===== src/rtl/mips32_prefetch_queue.sv =====
// MIPS32 fetch front end: owns the PC, fetches one word at a time into a DEPTH-entry FIFO popped by ID; ack in cycle N -> id_valid in N+1.
// Requests issue only when a slot is guaranteed; MIPS32_PREFETCH_HLT_STOP_EN stops issue after a pushed HLT until redirect/reset.
module mips32_prefetch_queue #(
  parameter int unsigned       DEPTH    = 4,
  parameter int unsigned       ADDR_W   = 32,
  parameter logic [ADDR_W-1:0] RESET_PC = '0
) (
  input  logic                    clk1,
  input  logic                    rst_n,
  output logic                    imem_req,
  output logic [ADDR_W-1:0]       imem_addr,
  input  logic                    imem_ack,
  input  logic [31:0]             imem_rdata,
  input  logic                    redirect_valid,
  input  logic [ADDR_W-1:0]       redirect_pc,
  input  logic                    stall,
  output logic                    id_valid,
  input  logic                    id_ready,
  output logic [31:0]             id_ir,
  output logic [ADDR_W-1:0]       id_npc,
  output logic [$clog2(DEPTH):0]  q_count
);
  localparam int unsigned PTR_W = $clog2(DEPTH);
  localparam int unsigned CNT_W = PTR_W + 1;

  typedef enum logic [1:0] {IDLE = 2'd0, FETCH = 2'd1, SQUASH = 2'd2} state_e;

  state_e            state_q, state_d;
  logic [ADDR_W-1:0] pc_q, pc_d;
  logic [ADDR_W-1:0] addr_q, addr_d;
  logic [PTR_W-1:0]  wr_ptr_q, wr_ptr_d;
  logic [PTR_W-1:0]  rd_ptr_q, rd_ptr_d;
  logic [CNT_W-1:0]  cnt_q, cnt_d;
  logic              push, pop, pop_req, slot_ok, hlt_block;
  logic [31:0]       ir_mem  [DEPTH];
  logic [ADDR_W-1:0] npc_mem [DEPTH];

`ifdef MIPS32_PREFETCH_HLT_STOP_EN
  logic hlt_q, hlt_d;
  assign hlt_block = hlt_q;
`else
  assign hlt_block = 1'b0;
`endif

  assign pop_req = id_valid && id_ready;
  // Conservative slot test: a pop in the issue cycle is not credited until it has happened.
  assign slot_ok = ({1'b0, cnt_q} + {{CNT_W{1'b0}}, pop_req}) < (CNT_W + 1)'(DEPTH);

  always_comb begin
    state_d  = state_q;
    pc_d     = pc_q;
    addr_d   = addr_q;
    wr_ptr_d = wr_ptr_q;
    rd_ptr_d = rd_ptr_q;
    push     = 1'b0;
    pop      = pop_req && !redirect_valid;
`ifdef MIPS32_PREFETCH_HLT_STOP_EN
    hlt_d    = hlt_q;
`endif
    case (state_q)
      IDLE: begin
        if (!redirect_valid && !stall && !hlt_block && slot_ok) begin
          addr_d  = pc_q;
          state_d = FETCH;
        end
      end
      FETCH: begin
        if (imem_ack) begin
          state_d = IDLE;
          push    = !redirect_valid;
        end else if (redirect_valid) begin
          state_d = SQUASH;
        end
      end
      SQUASH: begin
        // The abandoned request still has to complete before a new one may start.
        if (imem_ack) state_d = IDLE;
      end
      default: state_d = IDLE;
    endcase

    if (push) begin
      pc_d     = pc_q + ADDR_W'(1);
      wr_ptr_d = wr_ptr_q + PTR_W'(1);
`ifdef MIPS32_PREFETCH_HLT_STOP_EN
      if (imem_rdata[31:26] == 6'b111111) hlt_d = 1'b1;
`endif
    end
    if (pop) rd_ptr_d = rd_ptr_q + PTR_W'(1);
    cnt_d = cnt_q + CNT_W'(push) - CNT_W'(pop);

    if (redirect_valid) begin
      pc_d     = redirect_pc;
      wr_ptr_d = '0;
      rd_ptr_d = '0;
      cnt_d    = '0;
`ifdef MIPS32_PREFETCH_HLT_STOP_EN
      hlt_d    = 1'b0;
`endif
    end
  end

  always_ff @(posedge clk1) begin
    if (!rst_n) begin
      state_q  <= IDLE;
      pc_q     <= RESET_PC;
      addr_q   <= RESET_PC;
      wr_ptr_q <= '0;
      rd_ptr_q <= '0;
      cnt_q    <= '0;
    end else begin
      state_q  <= state_d;
      pc_q     <= pc_d;
      addr_q   <= addr_d;
      wr_ptr_q <= wr_ptr_d;
      rd_ptr_q <= rd_ptr_d;
      cnt_q    <= cnt_d;
    end
  end

`ifdef MIPS32_PREFETCH_HLT_STOP_EN
  always_ff @(posedge clk1) begin
    if (!rst_n) hlt_q <= 1'b0;
    else        hlt_q <= hlt_d;
  end
`endif

  always_ff @(posedge clk1) begin
    if (push) begin
      ir_mem[wr_ptr_q]  <= imem_rdata;
      npc_mem[wr_ptr_q] <= pc_q + ADDR_W'(1);
    end
  end

  assign imem_req  = (state_q != IDLE);
  assign imem_addr = addr_q;
  assign id_valid  = (cnt_q != '0);
  assign id_ir     = ir_mem[rd_ptr_q];
  assign id_npc    = npc_mem[rd_ptr_q];
  assign q_count   = cnt_q;

endmodule

===== config.mk =====
export PLATFORM = sky130hd
export DESIGN_NAME = mips32_prefetch_queue
export DESIGN_NICKNAME = d
export VERILOG_FILES = /design/src/rtl/mips32_prefetch_queue.sv
export SDC_FILE = /design/constraint.sdc
export NUM_CORES = 1
export LEC_CHECK = 0
export ABC_AREA = 1
export BUFFER_PORTS_ARGS = -buffer_cell sky130_fd_sc_hd__clkbuf_2
export CORE_ASPECT_RATIO = 1.25
export CORE_MARGIN = 2
export CORE_UTILIZATION = 53
export DETAILED_ROUTE_END_ITERATION = 10
export PLACE_DENSITY = 0.82
export REMOVE_ABC_BUFFERS = 1
export SLEW_MARGIN = 20
export SYNTH_ARGS = -nofsm -noshare
export SYNTH_HDL_FRONTEND = slang
export SYNTH_SLANG_ARGS = --single-unit

===== constraint.sdc =====
create_clock -name clk1 -period 6.07 [get_ports clk1]
set_clock_uncertainty 0.2 [all_clocks]
set_input_delay 1.5175 -clock clk1 [delete_from_list [all_inputs] [get_ports clk1]]
set_output_delay 1.5175 -clock clk1 [all_outputs]
set_load 0.005 [all_outputs]

==> summary.md <==
| Metric | Value |
|---|---|
| Via/cell ratio | `5.32` |
| Synth warn | `0` |
| Net Switching | `approximately 0.00095 W` |
| First-pass GRT wire length | `48,700 microns` |
| Slew margin rel. | `0.269` |
| Die extent in y | `between 150 and 200 microns` |
| Site row count | `65` |
| Slew @ Worst Pin | `roughly 1.1 ns` |
| Crit path cell chain | `buf_4 -> o21ai_0 -> o22ai_1 -> clkbuf_2` |
| Startpoint Class | `register` |
| Post-CTS sizing | `0` |
| Slew Limit Fails | `0` |
| Post-layout util | `0.627` |
| Post-synthesis sequential area ratio | `0.671` |
| Clock Tree Root | `clkbuf_16` |
| # clock sinks | `between 300 and 400` |
| Critical path class | `reg -> out` |
| Total global-route track usage | `0.224` |
| Cell count after placement | `about 1,800` |
| Critical path endpoint category | `output port` |
| Met2 usage | `0.407` |
| Largest net degree at the start of global routing | `71` |
| NumNets Final | `1,531` |
| Sw Ratio | `0.207` |
| Final Setup Violations | `0` |
| Internal power | `~0.0037 W` |
| Mean Syn Cell Area | `around 11 sq um` |
| Synth area leader | `edfxtp_1` |
| Commonest non-fill, non-tap cell in the layout | `edfxtp_1` |
| Sequential power share | `0.543` |
| Layout area overhead | `15.8%` |
| Crit Path Max Fanout | `67` |
| Post-CTS setup buffers | `0` |
| Final hold vios | `0` |
| Floorplan core area | `roughly 25,000 sq um` |
| Final period utilization | `0.714` |
| N_diodes | `0` |
| DRC violations left | `0` |
| Routed WL | `30,600 microns` |
| Die W | `approximately 150 microns` |
| VDD IR max | `around 0.21 mV` |
| Post-synth cell types | `32` |
| Met3 Use GR | `0.0246` |
| Total global routing overflow | `0` |
| Unrepaired setup endpoints after global routing | `no` |
| Buffers added on ports | `170` |
| Fraction of layout cells with a size suffix above 1 | `0.191` |
| Status | `finished clean` |
| H-Tree Level Count | `1` |
| Top cells by area, synth | `edfxtp_1, dfxtp_1, nor2_1` |
| FF+latch count, synth | `between 300 and 400` |
| Crit path DAT | `approximately 2.6 ns` |
| Syn Std Cell Area | `~14,000 sq um` |
| CTS tree | `built` |
| Clk buf depth | `3` |
| CTS clk-pin slew, worst paths | `around 0.060 ns` |
| Io pins | `approximately 170` |
| Type of the worst min-delay path | `reg -> reg` |
| Worst R2R Start | `state_q[0]` |
| Final Non-Filler Cells | `around 1,800` |
| TritonRoute pass-1 iters | `5` |
| Met1 Use GR | `0.283` |
| DP HPWL | `around 19,000 microns` |
| Critical Path Max Stage Delay | `around 0.8 ns` |
| Hold_buf cts | `0` |
| Max-cap viol count | `0` |
| Logic pwr share | `0.041` |
| Initial Util | `0.541` |
| DIE AREA | `roughly 27,000 sq um` |
| Clock latency at the later pin of the worst-skew pair | `0.56 ns` |
| Placer congestion estimate | `0.919` |
| Initial drt markers | `between 800 and 900` |
| Clock power share | `0.416` |
| Fmax achieved | `231 MHz` |
| Drt wl/cell | `between 15 and 20 microns` |
| Most frequent cells in the layout | `edfxtp_1, nor2_1, nand2_1, clkbuf_2, o21ai_0` |
| Pwr/cell area | `291 nW/um^2` |
| Vias | `9,648` |
| Minimum clock period after layout | `between 4 and 5 ns` |
| Worst path slowest cell | `dfxtp_4` |
| Top cell type's share of synthesized area | `0.561` |
| Synthesized instance count | `approximately 1,300` |
| Vias in the first global route | `about 9,600` |
| Routed Antenna Nets | `0` |
| Req. time, crit path | `between 4 and 5 ns` |
| GR peak layer | `met2` |
| Cts bufs inserted | `31` |
| Initial antenna violation count | `0` |
| Leak Pwr | `6.15 nW` |
| Hold_sp | `rd_ptr_q[1]` |
[power groups by stage]
stage / clock network [W] / registers [W] / logic, W
2_1_floorplan: 0 / 0.00255 / 0.0000993
3_3_place_gp: 0 / 0.00255 / 0.000182
3_5_place_dp: 0 / 0.00255 / 0.000191
4_1_cts: 0.00195 / 0.00250 / 0.000193
5_1_grt: 0.00203 / 0.00251 / 0.000218
6_report: 0.00192 / 0.00250 / 0.000191
[cells in the mapped netlist (all sizes together)]
master	number
nand4	3
fa	1
dfxtp	75
xor2	9
nand3	19
xnor2	6
o21ai	151
nand3b	1
buf	21
and2	1
o22ai	64
a21oi	29
nor2	258
edfxtp	256
inv	102
a31oi	9
clkinv	2
clkbuf	44
nand2	234
ha	8
a22o	7
[metrics by stage]
stage | total power [W] | area [sq um] | setup slack [ns] | setup TNS [ns] | hold WS (ns)
2_1_floorplan | 0.00265 | 13400 | -0.509 | -146.93 | 0.236
5_1_grt | 0.00476 | 15900 | 1.55 | 0 | 0.317
4_1_cts | 0.00464 | 15900 | 1.70 | 0 | 0.278
6_report | 0.00461 | 15900 | 1.74 | 0 | 0.275
3_5_place_dp | 0.00274 | 14800 | 1.74 | 0 | 0.267
3_3_place_gp | 0.00273 | 14800 | 1.84 | 0 | 0.250
[logic make-up (layout without fill, tap and decap cells)]
logic type	count (synthesis)	after routing	share of synthesized area
AO/OA/AOI/OAI	260	260	0.104
XOR/XNOR	15	15	0.0134
adder cells (fa/ha/maj)	9	9	0.00877
buffers and inverters	169	346	0.0495
flip-flops	331	331	0.671
AND/OR/NAND/NOR	516	516	0.154
[final cells by class]
type | instances | area (sq um)
Fill cell | 1946 | 9440
Sequential cell | 331 | 9190
Multi-Input combinational cell | 800 | 3860
Timing Repair Buffer | 184 | 956
Clock buffer | 46 | 943
Tap cell | 335 | 419
Inverter | 104 | 392
Clock inverter | 12 | 91.3
[registers in the layout, indices dropped and copies added, names as in the netlist, named ones only]
name and count:
pc_q 32, q_count 3, npc_mem 128, rd_ptr_q 2, imem_addr 32, state_q 2
ir_mem 128, wr_ptr_q 2
[layer usage]
metal	vias to the layer above	wire (microns)
li1	4717	-
met1	4602	12600
met2	285	15700
met3	44	1610
met4	0	706
met5	-	0
[worst max-delay path, delay by kind of cell, from the launching register on]
kind                   cells  cell delay, ns
buffers and inverters      2            0.75
AO/OA/AOI/OAI              2            0.46
flip-flops                 1            0.78
[final timing paths]
path / end / slack, ns / cells past startpoint
worst max-delay path: id_ir[27] / 1.74 / 4
worst min-delay path: register / 0.28 / 2
worst max register to register: ir_mem[2][26] / 2.93 / 6
worst min register to register: register / 0.28 / 2
Power figures use the tool's default switching activity.
